--- config.mk ---
export PLATFORM = sky130hd
export DESIGN_NAME = snake_dir_ctrl
export DESIGN_NICKNAME = d
export VERILOG_FILES = /design/src/rtl/snake_dir_ctrl_pkg.sv /design/src/rtl/snake_dir_ctrl_btn_debounce.sv /design/src/rtl/snake_dir_ctrl.sv
export SDC_FILE = /design/constraint.sdc
export NUM_CORES = 1
export LEC_CHECK = 0
export ABC_CLOCK_PERIOD_IN_PS = 2780
export BUFFER_PORTS_ARGS = -buffer_cell sky130_fd_sc_hd__buf_2
export CAP_MARGIN = 10
export CORE_MARGIN = 3
export CORE_UTILIZATION = 62
export DETAILED_ROUTE_END_ITERATION = 7
export HOLD_SLACK_MARGIN = 0.06
export PLACE_DENSITY = 0.79
export SLEW_MARGIN = 20
export SYNTH_ARGS = -nofsm -noshare
export SYNTH_HDL_FRONTEND = slang
export SYNTH_SLANG_ARGS = --single-unit
--- constraint.sdc ---
create_clock -name sys_clk -period 2.78 [get_ports sys_clk]
set_input_delay 0.556 -clock sys_clk [delete_from_list [all_inputs] [get_ports sys_clk]]
set_output_delay 0.556 -clock sys_clk [all_outputs]
set_load 0.05 [all_outputs]
--- src/rtl/snake_dir_ctrl_pkg.sv ---
// -----------------------------------------------------------------------------
// snake_dir_ctrl_pkg
// Shared definitions for the snake direction controller and its consumers:
//   - direction codes (2 bits) used on the direction output and in the queue
//   - game state codes (3 bits) presented on game_state
//   - reverse_dir(): opposite heading of a direction code
// -----------------------------------------------------------------------------
package snake_dir_ctrl_pkg;

  localparam logic [1:0] DIR_UP    = 2'b00;
  localparam logic [1:0] DIR_RIGHT = 2'b01;
  localparam logic [1:0] DIR_DOWN  = 2'b10;
  localparam logic [1:0] DIR_LEFT  = 2'b11;

  localparam logic [2:0] STATE_START    = 3'd0;
  localparam logic [2:0] STATE_INGAME   = 3'd1;
  localparam logic [2:0] STATE_PAUSE    = 3'd2;
  localparam logic [2:0] STATE_GAMEOVER = 3'd3;

  // Opposite headings differ only in the upper bit of the encoding.
  function automatic logic [1:0] reverse_dir(input logic [1:0] d);
    return d ^ 2'b10;
  endfunction

endpackage

--- src/rtl/snake_dir_ctrl_btn_debounce.sv ---
// -----------------------------------------------------------------------------
// btn_debounce
// One push-button front end: 2-flop synchroniser, debounce counter and
// rising-edge detector on the debounced level.
// Ports:
//   sys_clk      in   system clock
//   sys_reset_n  in   asynchronous active-low reset
//   btn_raw      in   raw asynchronous button, active-high
//   press        out  one-cycle pulse on each accepted 0->1 debounced edge
// -----------------------------------------------------------------------------
module btn_debounce #(
  parameter int DEBOUNCE_CYCLES = 500000
) (
  input  logic sys_clk,
  input  logic sys_reset_n,
  input  logic btn_raw,
  output logic press
);

  localparam int CNT_W = (DEBOUNCE_CYCLES > 1) ? $clog2(DEBOUNCE_CYCLES) : 1;
  localparam logic [CNT_W-1:0] CNT_LAST = CNT_W'(DEBOUNCE_CYCLES - 1);

  logic             sync1_q;
  logic             sync2_q;
  logic             level_q;
  logic             level_d;
  logic             level_prev_q;
  logic [CNT_W-1:0] cnt_q;
  logic [CNT_W-1:0] cnt_d;

  // The counter tracks how many consecutive cycles the synchronised input has
  // disagreed with the accepted level; any agreement restarts it from zero.
  always_comb begin
    // NOTE: every output of this block gets a default first so no path leaves
    // it unassigned, which would otherwise infer a latch.
    level_d = level_q;
    cnt_d   = '0;
    if (sync2_q != level_q) begin
      if (cnt_q == CNT_LAST) begin
        level_d = sync2_q;
      end else begin
        cnt_d = cnt_q + 1'b1;
      end
    end
  end

  // NOTE: state registers use non-blocking assignments so every flop samples
  // the pre-edge value of its neighbours; blocking here would collapse the
  // synchroniser chain into a single stage.
  always_ff @(posedge sys_clk or negedge sys_reset_n) begin
    if (!sys_reset_n) begin
      sync1_q      <= 1'b0;
      sync2_q      <= 1'b0;
      level_q      <= 1'b0;
      level_prev_q <= 1'b0;
      cnt_q        <= '0;
    end else begin
      sync1_q      <= btn_raw;
      sync2_q      <= sync1_q;
      level_q      <= level_d;
      level_prev_q <= level_q;
      cnt_q        <= cnt_d;
    end
  end

  // Both history flops clear together in reset, so releasing reset with the
  // button held cannot fabricate an edge.
  assign press = level_q & ~level_prev_q;

endmodule

--- src/rtl/snake_dir_ctrl.sv ---
// -----------------------------------------------------------------------------
// snake_dir_ctrl
// Turns four push-buttons into a snake heading. Accepted presses are buffered
// in a 2-entry turn queue and applied one per game step (update_tick).
// Ports:
//   sys_clk       in   system clock (single domain)
//   sys_reset_n   in   asynchronous active-low reset
//   btn_up/right/down/left  in  raw push-buttons, active-high
//   update_tick   in   one-cycle game step pulse
//   game_state    in   [2:0] current game state code
//   direction     out  [1:0] current heading
//   turn_pending  out  queue non-empty (registered)
//   queue_full    out  queue holds 2 entries (registered)
// -----------------------------------------------------------------------------
module snake_dir_ctrl
  import snake_dir_ctrl_pkg::*;
#(
  parameter int DEBOUNCE_CYCLES = 500000
) (
  input  logic       sys_clk,
  input  logic       sys_reset_n,
  input  logic       btn_up,
  input  logic       btn_right,
  input  logic       btn_down,
  input  logic       btn_left,
  input  logic       update_tick,
  input  logic [2:0] game_state,
  output logic [1:0] direction,
  output logic       turn_pending,
  output logic       queue_full
);

  // Indexed by direction code so the winning index is the pushed value.
  logic [3:0] press_vec;

  btn_debounce #(.DEBOUNCE_CYCLES(DEBOUNCE_CYCLES)) u_btn_up (
    .sys_clk(sys_clk), .sys_reset_n(sys_reset_n), .btn_raw(btn_up),    .press(press_vec[0])
  );
  btn_debounce #(.DEBOUNCE_CYCLES(DEBOUNCE_CYCLES)) u_btn_right (
    .sys_clk(sys_clk), .sys_reset_n(sys_reset_n), .btn_raw(btn_right), .press(press_vec[1])
  );
  btn_debounce #(.DEBOUNCE_CYCLES(DEBOUNCE_CYCLES)) u_btn_down (
    .sys_clk(sys_clk), .sys_reset_n(sys_reset_n), .btn_raw(btn_down),  .press(press_vec[2])
  );
  btn_debounce #(.DEBOUNCE_CYCLES(DEBOUNCE_CYCLES)) u_btn_left (
    .sys_clk(sys_clk), .sys_reset_n(sys_reset_n), .btn_raw(btn_left),  .press(press_vec[3])
  );

  // Turn queue: head_q is the oldest entry, tail_q the second; count_q is 0..2.
  logic [1:0] dir_q,     dir_d;
  logic [1:0] head_q,    head_d;
  logic [1:0] tail_q,    tail_d;
  logic [1:0] count_q,   count_d;
  logic       pending_q, pending_d;
  logic       full_q,    full_d;

  logic       press_any;
  logic [1:0] press_dir;
  logic [1:0] ref_dir;
  logic       in_game;
  logic       in_start;
  logic       do_pop;
  logic       do_push;

  // Simultaneous presses: up > right > down > left, the rest are discarded.
  always_comb begin
    press_any = |press_vec;
    press_dir = DIR_UP;
    if (press_vec[0]) begin
      press_dir = DIR_UP;
    end else if (press_vec[1]) begin
      press_dir = DIR_RIGHT;
    end else if (press_vec[2]) begin
      press_dir = DIR_DOWN;
    end else if (press_vec[3]) begin
      press_dir = DIR_LEFT;
    end
  end

  assign in_game  = (game_state == STATE_INGAME);
  assign in_start = (game_state == STATE_START);

  // A new turn is judged against the last heading the snake will have taken,
  // i.e. the newest queued entry, before any pop happening this cycle.
  assign ref_dir = (count_q == 2'd0) ? dir_q :
                   (count_q == 2'd1) ? head_q : tail_q;

  assign do_pop  = in_game & update_tick & (count_q != 2'd0);
  assign do_push = in_game & press_any
                 & (press_dir != ref_dir)
                 & (press_dir != reverse_dir(ref_dir))
                 & ((count_q != 2'd2) | do_pop);

  always_comb begin
    dir_d   = dir_q;
    head_d  = head_q;
    tail_d  = tail_q;
    count_d = count_q;

    if (in_start) begin
      dir_d   = DIR_RIGHT;
      count_d = 2'd0;
    end else begin
      if (do_pop) begin
        dir_d = head_q;
      end
      case ({do_pop, do_push})
        2'b11: begin
          // Occupancy unchanged: the survivor shifts to head, push goes behind.
          if (count_q == 2'd1) begin
            head_d = press_dir;
          end else begin
            head_d = tail_q;
            tail_d = press_dir;
          end
        end
        2'b10: begin
          head_d  = tail_q;
          count_d = count_q - 2'd1;
        end
        2'b01: begin
          if (count_q == 2'd0) begin
            head_d = press_dir;
          end else begin
            tail_d = press_dir;
          end
          count_d = count_q + 2'd1;
        end
        default: ;
      endcase
    end

    pending_d = (count_d != 2'd0);
    full_d    = (count_d == 2'd2);
  end

  always_ff @(posedge sys_clk or negedge sys_reset_n) begin
    if (!sys_reset_n) begin
      dir_q     <= DIR_RIGHT;
      head_q    <= DIR_UP;
      tail_q    <= DIR_UP;
      count_q   <= 2'd0;
      pending_q <= 1'b0;
      full_q    <= 1'b0;
    end else begin
      dir_q     <= dir_d;
      head_q    <= head_d;
      tail_q    <= tail_d;
      count_q   <= count_d;
      pending_q <= pending_d;
      full_q    <= full_d;
    end
  end

  assign direction    = dir_q;
  assign turn_pending = pending_q;
  assign queue_full   = full_q;

endmodule

==> out/results.tsv, run 1 <==
stage	metric	value	unit
run_status	status	completed	
logic_synthesis	Synth Area in Adders	1.81	%
setup_path	crit-path max FO	11	
setup_path	CP arrival	2730	ps
cts	Hold-fix buffers, CTS	0	
floorplan	core region area	0.00741	mm2
placed_design	final HPWL from detailed placement	5670	um
setup_path	crit path launch type	flip-flop	
cts	CTS tree	built	
placed_design	Placed Cells	597	
route	Routed Antenna Nets	0	
layout	# nets final	526	
power_and_ir_drop	sw frac	27.4	%
logic_synthesis	prevailing post-synth register cell	dfrtp_1	
flow_run	max cap viols	0	
layout	Layout area overhead	7.32	%
power_and_ir_drop	Pleak	0.00224	uW
setup_path	Crit Path Class	reg -> reg	
logic_synthesis	Mapped Cells	492	
global_route	total grt overflow	0	
route	routed vias/inst	5.47	
route	Routed wire per std cell	13.1	um
route	metal3 WL	278	um
layout	Design Area, Final	0.00519	mm2
layout	final non-filler cell total	612	
placed_design	GPL Wtd Cong	0.911	
sta	worst slew pin tran	681	ps
logic_synthesis	Synth Warn #	0	
route	wl on met1	3780	um
layout	diode count	0	
cts	H-tree Lvls	3	
power_and_ir_drop	switching power	761	uW
power_and_ir_drop	Total Power	2780	uW
power_and_ir_drop	power share of the sequential group	57.0	%
global_route	vias in the first global route	3367	
power_and_ir_drop	Pint	2020	uW
power_and_ir_drop	Clock power frac	29.9	%
worst_hold_path	Hold Crit Class	in -> async	
logic_synthesis	simple-gate share of the synthesized area	24.1	%
layout	layout cell share with drive strength beyond 1	10.7	%
floorplan	FP Rows	31	
logic_synthesis	Synth Register Bits	102	
sta	setup TNS	0	ps
logic_synthesis	multiplexer share of the synthesized area	2.69	%
global_route	gr usage total	20.6	%
logic_synthesis	leading area contributor after synthesis	dfrtp_1	
placed_design	Post-DP Area	0.00500	mm2
logic_synthesis	Mapped Avg Cell Area	9.83	um2
logic_synthesis	post-synthesis sequential area ratio	52.8	%
sta	Final Hold Vio Count	0	
floorplan	Die Wd	94.3	um
cts	TritonCTS Buffers	9	
floorplan	Die ar.	0.00890	mm2
setup_path	worst endpoint required time	3020	ps
cts	Worst-Skew Late Latency	360	ps
cts	CTS root buffer	clkbuf_8	
logic_synthesis	largest family of logic cells by synthesized area	simple AND/OR/NAND/NOR gates	
logic_synthesis	Netlist cell types	46	
sta	post-route setup slack	290	ps
sta	unrepaired setup endpoints after global routing	no	
route	highest routed metal layer	met4	
route	Pre-antenna DRT Iters	5	
global_route	initial antenna violation count	0	
route	routed wire length	8040	um
logic_synthesis	asr flop ratio synth	100	%
global_route	largest net degree at the start of global routing	50	
placed_design	PortBufs	13	
power_and_ir_drop	IR drop worst, VDD	0.318	mV
sta	Max Fclk	402	MHz
power_and_ir_drop	pwr/cell area	536	mW/mm2
floorplan	Top Ports	14	
global_route	first-pass GRT wire length	14700	um
cts	clock sink count	102	
sta	minimum clock period	2490	ps
logic_synthesis	compound-gate portion of the synthesized area	5.10	%
logic_synthesis	synth top area cells	dfrtp_1, nor2_1, xor2_1	
logic_synthesis	XOR/XNOR Fraction of Synth Area	11.2	%
power_and_ir_drop	Comb power frac	13.1	%
logic_synthesis	number of synthesized flops with an enable pin	0	
logic_synthesis	Yosys top cell area share	52.3	%
route	residual DRC count	0	
logic_synthesis	count leader, synth	dfrtp_1	
floorplan	die span in y	94.3	um
cts	Reg clk slew, reported paths	90	ps
sta	Slew headroom	54.3	%
setup_path	critical path endpoint category	flip-flop	
logic_synthesis	Netlist Area Pre-Place	0.00484	mm2
route	Initial DRC Count	139	
logic_synthesis	top cells by count, synth	dfrtp_1, nor2_1, nand2_1	
placed_design	dpl ws	254	ps
sta	clk_skew	8.97	ps
cts	postcts setup bufs	0	
route	DR WL met2	3890	um
logic_synthesis	Syn Nets	509	
sta	Setup violations, final	0	
route	routed vias	3349	
floorplan	initial core utilization	65.3	%
sta	final-report max-slew violation count	0	
sta	period utilization	89.6	%
cts	Max Root-Sink Buffers	2	
-- timing repair --
| action | 4_1_cts | 5_1_grt |
|---|---|---|
| setup endpoints to repair | 0 | 1 |
| gates resized for setup | 0 | 1 |
| endpoints found under the hold margin | 0 | 0 |
-- state kept, by name (all words and copies together), names as in the netlist, 2 cells and up --
register           flops
count_q                2
u_btn_down.cnt_q      19
u_btn_right.cnt_q     19
u_btn_left.cnt_q      19
tail_q                 2
head_q                 2
direction              2
u_btn_up.cnt_q        19
-- cells in the final DEF, fill, tap and decap left out, types with 2 or more instances in the layout --
master and instances:
a21oi_1 16, and2b_1 2, and3_1 7, buf_2 12, buf_4 4, clkbuf_8 10
clkinvlp_4 2, dfrtp_1 101, ha_1 7, inv_1 12, mux2_2 8, mux2i_1 4
nand2_1 44, nand2b_1 6, nand3_1 28, nand4_1 12, nor2_1 98, nor2b_1 2
nor3_1 10, nor4_1 7, nor4b_1 2, o21a_1 2, o21ai_0 15, o22ai_1 2
or2_2 5, or3_1 10, or3_2 2, xnor2_1 26, xor2_1 36
-- metal layers --
layer / global-route usage, % / up-vias
li1: - / 1683
met1: 27.0 / 1618
met2: 33.5 / 41
met3: 5.05 / 7
met4: 7.46 / 0
met5: 0 / -
-- cell type report --
type,instances,area [um2]
Sequential cell,102,2550
Inverter,12,45.0
Clock inverter,4,32.5
Tap cell,99,124
Timing Repair Buffer,17,110
Fill cell,576,2220
Clock buffer,11,141
Multi-Input combinational cell,367,2180
-- cell families after synthesis --
group           Yosys count
simple gates            244
fa+ha+maj                 7
compound gates           42
buf+inv                  23
xor+xnor                 62
flops                   102
mux                      12
-- final timing paths --
kind | start | end | slack [ps] | cells after the start
setup reg to reg | count_q[1] | tail_q[0] | 290 | 8
setup / recovery | count_q[1] | tail_q[0] | 290 | 8
hold reg to reg | u_btn_left.sync1_q | u_btn_left.sync2_q | 360 | 0
max in group asynchronous | sys_reset_n | u_btn_up.level_prev_q | 1930 | 2
hold / removal | sys_reset_n | u_btn_down.cnt_q[13] | 200 | 1
min in group sys_clk | btn_up | u_btn_up.sync1_q | 290 | 1
-- stage by stage --
| stage | hold slack, ps | utilization, % |
|---|---|---|
| finish | 198 | 70.1 |
| global route | 238 | 70.1 |
| detailed placement | 335 | 67.6 |
| global placement | 336 | 67.6 |
| CTS | 220 | 69.9 |
| floorplan | 260 | - |
-- power groups by stage --
stage	Clock [uW]	Combinational (uW)	Sequential, uW
2_1_floorplan	0	204	1660
3_3_place_gp	0	351	1610
3_5_place_dp	0	363	1610
4_1_cts	860	364	1580
5_1_grt	915	411	1590
6_report	832	365	1580
-- critical path: stages, from the launching register on --
cell and delay, ps:
dfrtp_1 440, inv_1 110, ha_1 230, mux2i_1 210
o21ai_0 120, nor3_1 290, o2111ai_4 270, nor4_2 340
mux2_2 370
(Power assumes the default switching activity.)
==> run 2, diff against run 1 <==
- ABC_CLOCK_PERIOD_IN_PS: 2780 -> 2400
- CAP_MARGIN: 10 -> default
- clock period: 2.78 -> 2.4 ns (I/O delays scaled with it)
==> out/results.tsv, run 2 (synthesized netlist as in run 1, its figures left out) <==
stage	metric	value	unit	change
run_status	status	completed		
power_and_ir_drop	IR drop worst, VDD	0.407	mV	+28%
power_and_ir_drop	Clock power frac	32.2	%	+2.3 points
setup_path	crit path max-delay cell type	dfrtp_2		
floorplan	core region area	0.00741	mm2	unchanged
sta	period utilization	94.4	%	+4.9 points
placed_design	Placed Cells	599		+0.34%
setup_path	Crit Path Class	reg -> reg		
floorplan	die span in y	94.3	um	unchanged
floorplan	initial core utilization	65.3	%	unchanged
cts	H-tree Lvls	3		unchanged
power_and_ir_drop	pwr/cell area	639	mW/mm2	+19%
route	Pre-antenna DRT Iters	4		-1
route	residual DRC count	0		unchanged
power_and_ir_drop	Pleak	0.00228	uW	+1.7%
power_and_ir_drop	switching power	931	uW	+22%
setup_path	critical path endpoint category	flip-flop		
route	routed wire length	8140	um	+1.2%
layout	Layout area overhead	9.26	%	
cts	CTS tree	built		
setup_path	worst-path cell chain	inv_1 -> ha_2 -> mux2i_1 -> o21ai_2 -> o21a_1 -> o2111ai_4 -> mux2_4 -> o31ai_1 -> a21oi_1		
sta	clk_skew	8.05	ps	-0.926 ps
sta	final-report max-slew violation count	0		unchanged
sta	worst slew pin tran	448	ps	-233 ps
power_and_ir_drop	Comb power frac	13.5	%	+0.4 points
placed_design	dpl ws	22.7	ps	-231 ps
sta	Final Hold Vio Count	0		unchanged
setup_path	kind of cell adding the most delay to the critical path	compound AO/OA/AOI/OAI gates		
cts	TritonCTS Buffers	9		unchanged
floorplan	Die ar.	0.00890	mm2	unchanged
route	Routed wire per std cell	13.2	um	+0.42%
layout	fillers	557		-3.3%
cts	CTS root buffer	clkbuf_8		
cts	Reg clk slew, reported paths	100	ps	about the same
layout	final non-filler cell total	617		+0.82%
route	Initial DRC Count	125		-10%
layout	diode count	0		unchanged
sta	Setup violations, final	0		unchanged
route	Routed Antenna Nets	0		unchanged
layout	commonest non-fill, non-tap cells in the layout	dfrtp_1, nor2_1, nand2_1		
cts	clock sink count	102		unchanged
layout	most common cell after layout, fill and taps aside	dfrtp_1		
setup_path	CP arrival	2520	ps	-210 ps
placed_design	final HPWL from detailed placement	5770	um	+1.6%
placed_design	GPL Wtd Cong	0.887		-2.7%
worst_hold_path	Hold Crit Class	in -> reg		
global_route	gr usage total	20.7	%	+0.10 points
power_and_ir_drop	sw frac	27.6	%	+0.18 points
route	routed vias	3370		+0.63%
setup_path	Crit. Startpoint	count_q[1]		
power_and_ir_drop	Pint	2450	uW	+21%
sta	post-route setup slack	134	ps	-156 ps
floorplan	Die Wd	94.3	um	unchanged
sta	setup TNS	0	ps	unchanged
setup_path	Critical R2R Launch	count_q[1]		
sta	Max Fclk	441	MHz	+9.9%
setup_path	slowest stage delay, CP	420	ps	-20 ps
layout	Design Area, Final	0.00528	mm2	+1.8%
global_route	vias in the first global route	3304		-1.9%
layout	# nets final	530		+0.76%
floorplan	FP Rows	31		unchanged
global_route	total grt overflow	0		unchanged
global_route	initial antenna violation count	0		unchanged
power_and_ir_drop	Total Power	3380	uW	+22%
floorplan	Top Ports	14		unchanged
setup_path	CP bufs+invs	1		unchanged
flow_run	max cap viols	0		unchanged
layout	layout cell share with drive strength beyond 1	12.7	%	+2.0 points
sta	Slew headroom	69.9	%	+16 points
setup_path	worst endpoint required time	2650	ps	-370 ps
cts	Max Root-Sink Buffers	2		unchanged
power_and_ir_drop	power share of the sequential group	54.3	%	-2.7 points
worst_hold_path	hold path start	btn_left		
cts	Worst-Skew Late Latency	360	ps	about the same
sta	minimum clock period	2270	ps	-224 ps
placed_design	PortBufs	13		unchanged
global_route	first-pass GRT wire length	14600	um	-0.65%
setup_path	crit-path max FO	7		-4
route	routed vias/inst	5.46		-0.19%
setup_path	crit path launch type	flip-flop		
setup_path	r2r setup slk	130	ps	-160 ps
global_route	largest net degree at the start of global routing	51		+2.0%
placed_design	Post-DP Area	0.00502	mm2	+0.30%
## run 2: worst paths after layout
| path | cells after the start | end |
|---|---|---|
| worst max-delay path | 9 | turn_pending |
| worst max register to register | 9 | turn_pending |
| worst min register to register | 0 | u_btn_down.sync2_q |
| worst min-delay path | 1 | u_btn_left.sync1_q |
| min in group asynchronous | 2 | u_btn_down.cnt_q[7] |
| max in group asynchronous | 3 | direction[0] |
## run 2: metal layers
layer | vias up | track usage (%) | share of wire, %
met3 | 9 | 4.89 | 3.6
met4 | 0 | 7.10 | 0.96
met1 | 1629 | 28.4 | 49
met2 | 45 | 32.7 | 47
li1 | 1687 | - | -
met5 | - | 0 | 0
## run 2: timing repair
action,CTS,global route
resized for setup,0,10
buffers inserted,0,1
endpoints found under the setup margin,0,8
hold buffers,1,0
endpoints found under the hold margin,23,0
## run 2: cell type report
class	count	area (um2)	share of cell area (%)
Clock buffer	9	124	2.34
Sequential cell	102	2560	48.4
Multi-Input combinational cell	367	2210	41.9
Inverter	12	45.0	0.852
Tap cell	99	124	2.34
Clock inverter	7	77.6	1.47
Timing Repair Buffer	21	143	2.70
## run 2: through the flow
step / hold WS [ps] / utilization (%)
floorplan: 184 / -
detailed placement: 335 / 67.8
finish: 212 / 71.3
global placement: 335 / 67.8
CTS: 193 / 70.6
global route: 188 / 71.3
## run 2: power by group through the flow
stage / clock network (uW) / registers, uW / logic, uW
floorplan: 0 / 1920 / 236
global placement: 0 / 1870 / 406
detailed placement: 0 / 1870 / 418
CTS: 1130 / 1830 / 421
global route: 1200 / 1840 / 509
finish: 1090 / 1830 / 456
## run 2: worst register-to-register path, delay by kind of cell, from the launching register on
kind                       cells  cell delay, ps
muxes                          2             610
AOI/OAI and AO/OA              5             840
buffers and inverters          1              80
DFF                            1             420
adders and majority gates      1             210
==> run 3, diff against run 2 <==
- ABC_AREA: default -> 1
==> out/results.tsv, run 3 <==
stage	metric	value	unit	change
setup_path	crit path launch type	flip-flop		
cts	cts repair resizes	0		unchanged
power_and_ir_drop	Comb power frac	12.6	%	-0.9 points
layout	layout cell share with drive strength beyond 1	15.2	%	+2.4 points
floorplan	FP Rows	32		+3.2%
power_and_ir_drop	Clock power frac	36.0	%	+3.8 points
sta	clk_skew	12.5	ps	+4.46 ps
layout	final non-filler cell total	722		+17%
logic_synthesis	top cells by count, synth	dfrtp_1, nand2_1, inv_1		
power_and_ir_drop	Pint	2650	uW	+8.2%
worst_hold_path	end of the worst hold path	u_btn_down.sync1_q		
layout	# nets final	632		+19%
logic_synthesis	asr flop ratio synth	100	%	unchanged
run_status	status	completed		
power_and_ir_drop	switching power	957	uW	+2.8%
power_and_ir_drop	power share of the sequential group	51.3	%	-3.0 points
setup_path	Critical R2R Launch	count_q[0]		
sta	Slew headroom	65.7	%	-4.2 points
setup_path	r2r endpoint	head_q[0]		
global_route	total grt overflow	0		unchanged
layout	commonest non-fill, non-tap cells in the layout	dfrtp_1, nand2_1, inv_1		
sta	setup TNS	0	ps	unchanged
cts	H-tree Lvls	3		unchanged
setup_path	number of cells on the critical path	10		+1
logic_synthesis	number of synthesized flops with an enable pin	0		unchanged
cts	CTS tree	built		
sta	minimum clock period	2030	ps	-236 ps
setup_path	crit-path max FO	11		+4
placed_design	PortBufs	13		unchanged
logic_synthesis	Netlist Area Pre-Place	0.00514	mm2	+6.3%
floorplan	Top Ports	14		unchanged
cts	Worst-Skew Late Latency	370	ps	about the same
placed_design	Placed Cells	705		+18%
logic_synthesis	Yosys top cell area share	49.1	%	-3.1 points
floorplan	die span in y	97.1	um	+2.9%
sta	post-route setup slack	370	ps	+236 ps
global_route	first-pass GRT wire length	17200	um	+17%
route	routed vias	3886		+15%
route	Routed Antenna Nets	0		unchanged
floorplan	initial core utilization	65.2	%	-0.079 points
placed_design	GPL Wtd Cong	0.887		about the same
logic_synthesis	Synth Register Bits	102		unchanged
sta	final-report max-slew violation count	0		unchanged
sta	Max Fclk	493	MHz	+12%
route	Pre-antenna DRT Iters	4		unchanged
setup_path	worst endpoint required time	2670	ps	+20 ps
worst_hold_path	hold path start	btn_down		
cts	TritonCTS Buffers	9		unchanged
global_route	largest net degree at the start of global routing	44		-14%
power_and_ir_drop	pwr/cell area	639	mW/mm2	about the same
placed_design	final HPWL from detailed placement	6980	um	+21%
worst_hold_path	Hold Crit Class	in -> reg		
setup_path	critical path endpoint category	flip-flop		
setup_path	Crit Path Class	reg -> reg		
logic_synthesis	Syn Nets	603		+18%
setup_path	CP arrival	2300	ps	-220 ps
logic_synthesis	Synth Warn #	0		unchanged
power_and_ir_drop	IR drop worst, VDD	0.326	mV	-20%
setup_path	CP bufs+invs	2		+1
logic_synthesis	post-synthesis sequential area ratio	49.7	%	-3.1 points
logic_synthesis	count leader, synth	dfrtp_1		
cts	postcts setup bufs	0		unchanged
power_and_ir_drop	sw frac	26.6	%	-1.0 points
setup_path	kind of cell adding the most delay to the critical path	simple AND/OR/NAND/NOR gates		
cts	CTS root buffer	clkbuf_8		
route	routed vias/inst	5.38		-1.5%
floorplan	core region area	0.00789	mm2	+6.5%
sta	Setup violations, final	0		unchanged
setup_path	crit path max-delay cell type	nand4_1		
layout	diode count	0		unchanged
sta	period utilization	84.6	%	-9.8 points
placed_design	dpl ws	466	ps	+443 ps
cts	Max Root-Sink Buffers	2		unchanged
route	routed wire length	9560	um	+17%
route	Routed wire per std cell	13.2	um	+0.38%
layout	most common cell after layout, fill and taps aside	dfrtp_1		
worst_hold_path	hold path depth	1		unchanged
logic_synthesis	Mapped Cells	586		+19%
logic_synthesis	Mapped Avg Cell Area	8.78	um2	-11%
sta	worst slew pin tran	513	ps	+65.0 ps
logic_synthesis	prevailing post-synth register cell	dfrtp_1		
setup_path	r2r setup slk	370	ps	+240 ps
floorplan	Die Wd	97.1	um	+2.9%
logic_synthesis	synth top area cells	dfrtp_1, nand2_1, inv_1		
global_route	vias in the first global route	3872		+17%
route	Initial DRC Count	207		+66%
setup_path	Worst R2R Path Depth	10		+1
route	residual DRC count	0		unchanged
flow_run	max cap viols	0		unchanged
global_route	gr usage total	22.0	%	+1.3 points
floorplan	Die ar.	0.00942	mm2	+5.9%
cts	Hold-fix buffers, CTS	1		unchanged
sta	unrepaired setup endpoints after global routing	no		
sta	Final Hold Vio Count	0		unchanged
layout	Layout area overhead	9.68	%	
logic_synthesis	leading area contributor after synthesis	dfrtp_1		
setup_path	slowest stage delay, CP	430	ps	about the same
power_and_ir_drop	Pleak	0.00261	uW	+15%
global_route	initial antenna violation count	0		unchanged
cts	Reg clk slew, reported paths	100	ps	about the same
setup_path	worst-path cell chain	inv_1 -> ha_1 -> inv_1 -> nand4_1 -> nand2_1 -> nand3_1 -> nand2_1 -> nand3_1 -> nor2_1 -> nor2_1		
cts	clock sink count	102		unchanged
logic_synthesis	Netlist cell types	37		-20%
run 3: worst max path at each step:
stage	startpoint	end	slack (ps)
2_1_floorplan	direction[0]	head_q[0]	720
3_3_place_gp	count_q[0]	head_q[1]	550
3_5_place_dp	count_q[0]	head_q[1]	470
4_1_cts	count_q[0]	head_q[1]	430
5_1_grt	count_q[0]	head_q[0]	200
6_report	count_q[0]	head_q[0]	370
run 3: cell type report:
cell class / instances / area, um2
inverters: 91 / 342
clock buffers: 10 / 138
well taps: 102 / 128
multi-input cells: 392 / 2240
flip-flops and latches: 102 / 2550
repair buffers: 19 / 128
clock inverters: 6 / 109
fillers: 590 / 2250
run 3: routing by layer:
layer	up-vias	global-route usage (%)	share of wire (%)
li1	1938	-	-
met1	1860	28.4	45
met2	69	36.5	50
met3	19	4.45	3.1
met4	0	8.86	2.1
met5	-	0	0
run 3: cells by family (layout without fill, tap and decap cells):
| logic type | count (synthesis) | count (layout) | synth area share, % |
|---|---|---|---|
| xor+xnor | 27 | 27 | 4.60 |
| mux | 4 | 4 | 0.876 |
| simple gates | 288 | 288 | 29.6 |
| buf+inv | 92 | 126 | 6.72 |
| compound gates | 66 | 66 | 6.86 |
| fa+ha+maj | 7 | 7 | 1.70 |
| flops | 102 | 102 | 49.7 |
run 3: per-stage QoR:
step           power, uW  hold slack [ps]  util [%]  cell area [um2]
3_3_place_gp        2320              332      68.3             5380
5_1_grt             3780              205      71.5             5640
3_5_place_dp        2340              335      68.3             5380
4_1_cts             3640              200      71.5             5640
2_1_floorplan       2190              184         -             5140
6_report            3600              217      71.5             5640
run 3: power by group through the flow:
| stage | clock, uW | sequential [uW] | combinational (uW) |
|---|---|---|---|
| final | 1300 | 1850 | 455 |
| after global routing | 1410 | 1860 | 508 |
| after CTS | 1330 | 1850 | 460 |
| after detailed placement | 0 | 1880 | 456 |
| after global placement | 0 | 1880 | 437 |
| after floorplan | 0 | 1960 | 233 |
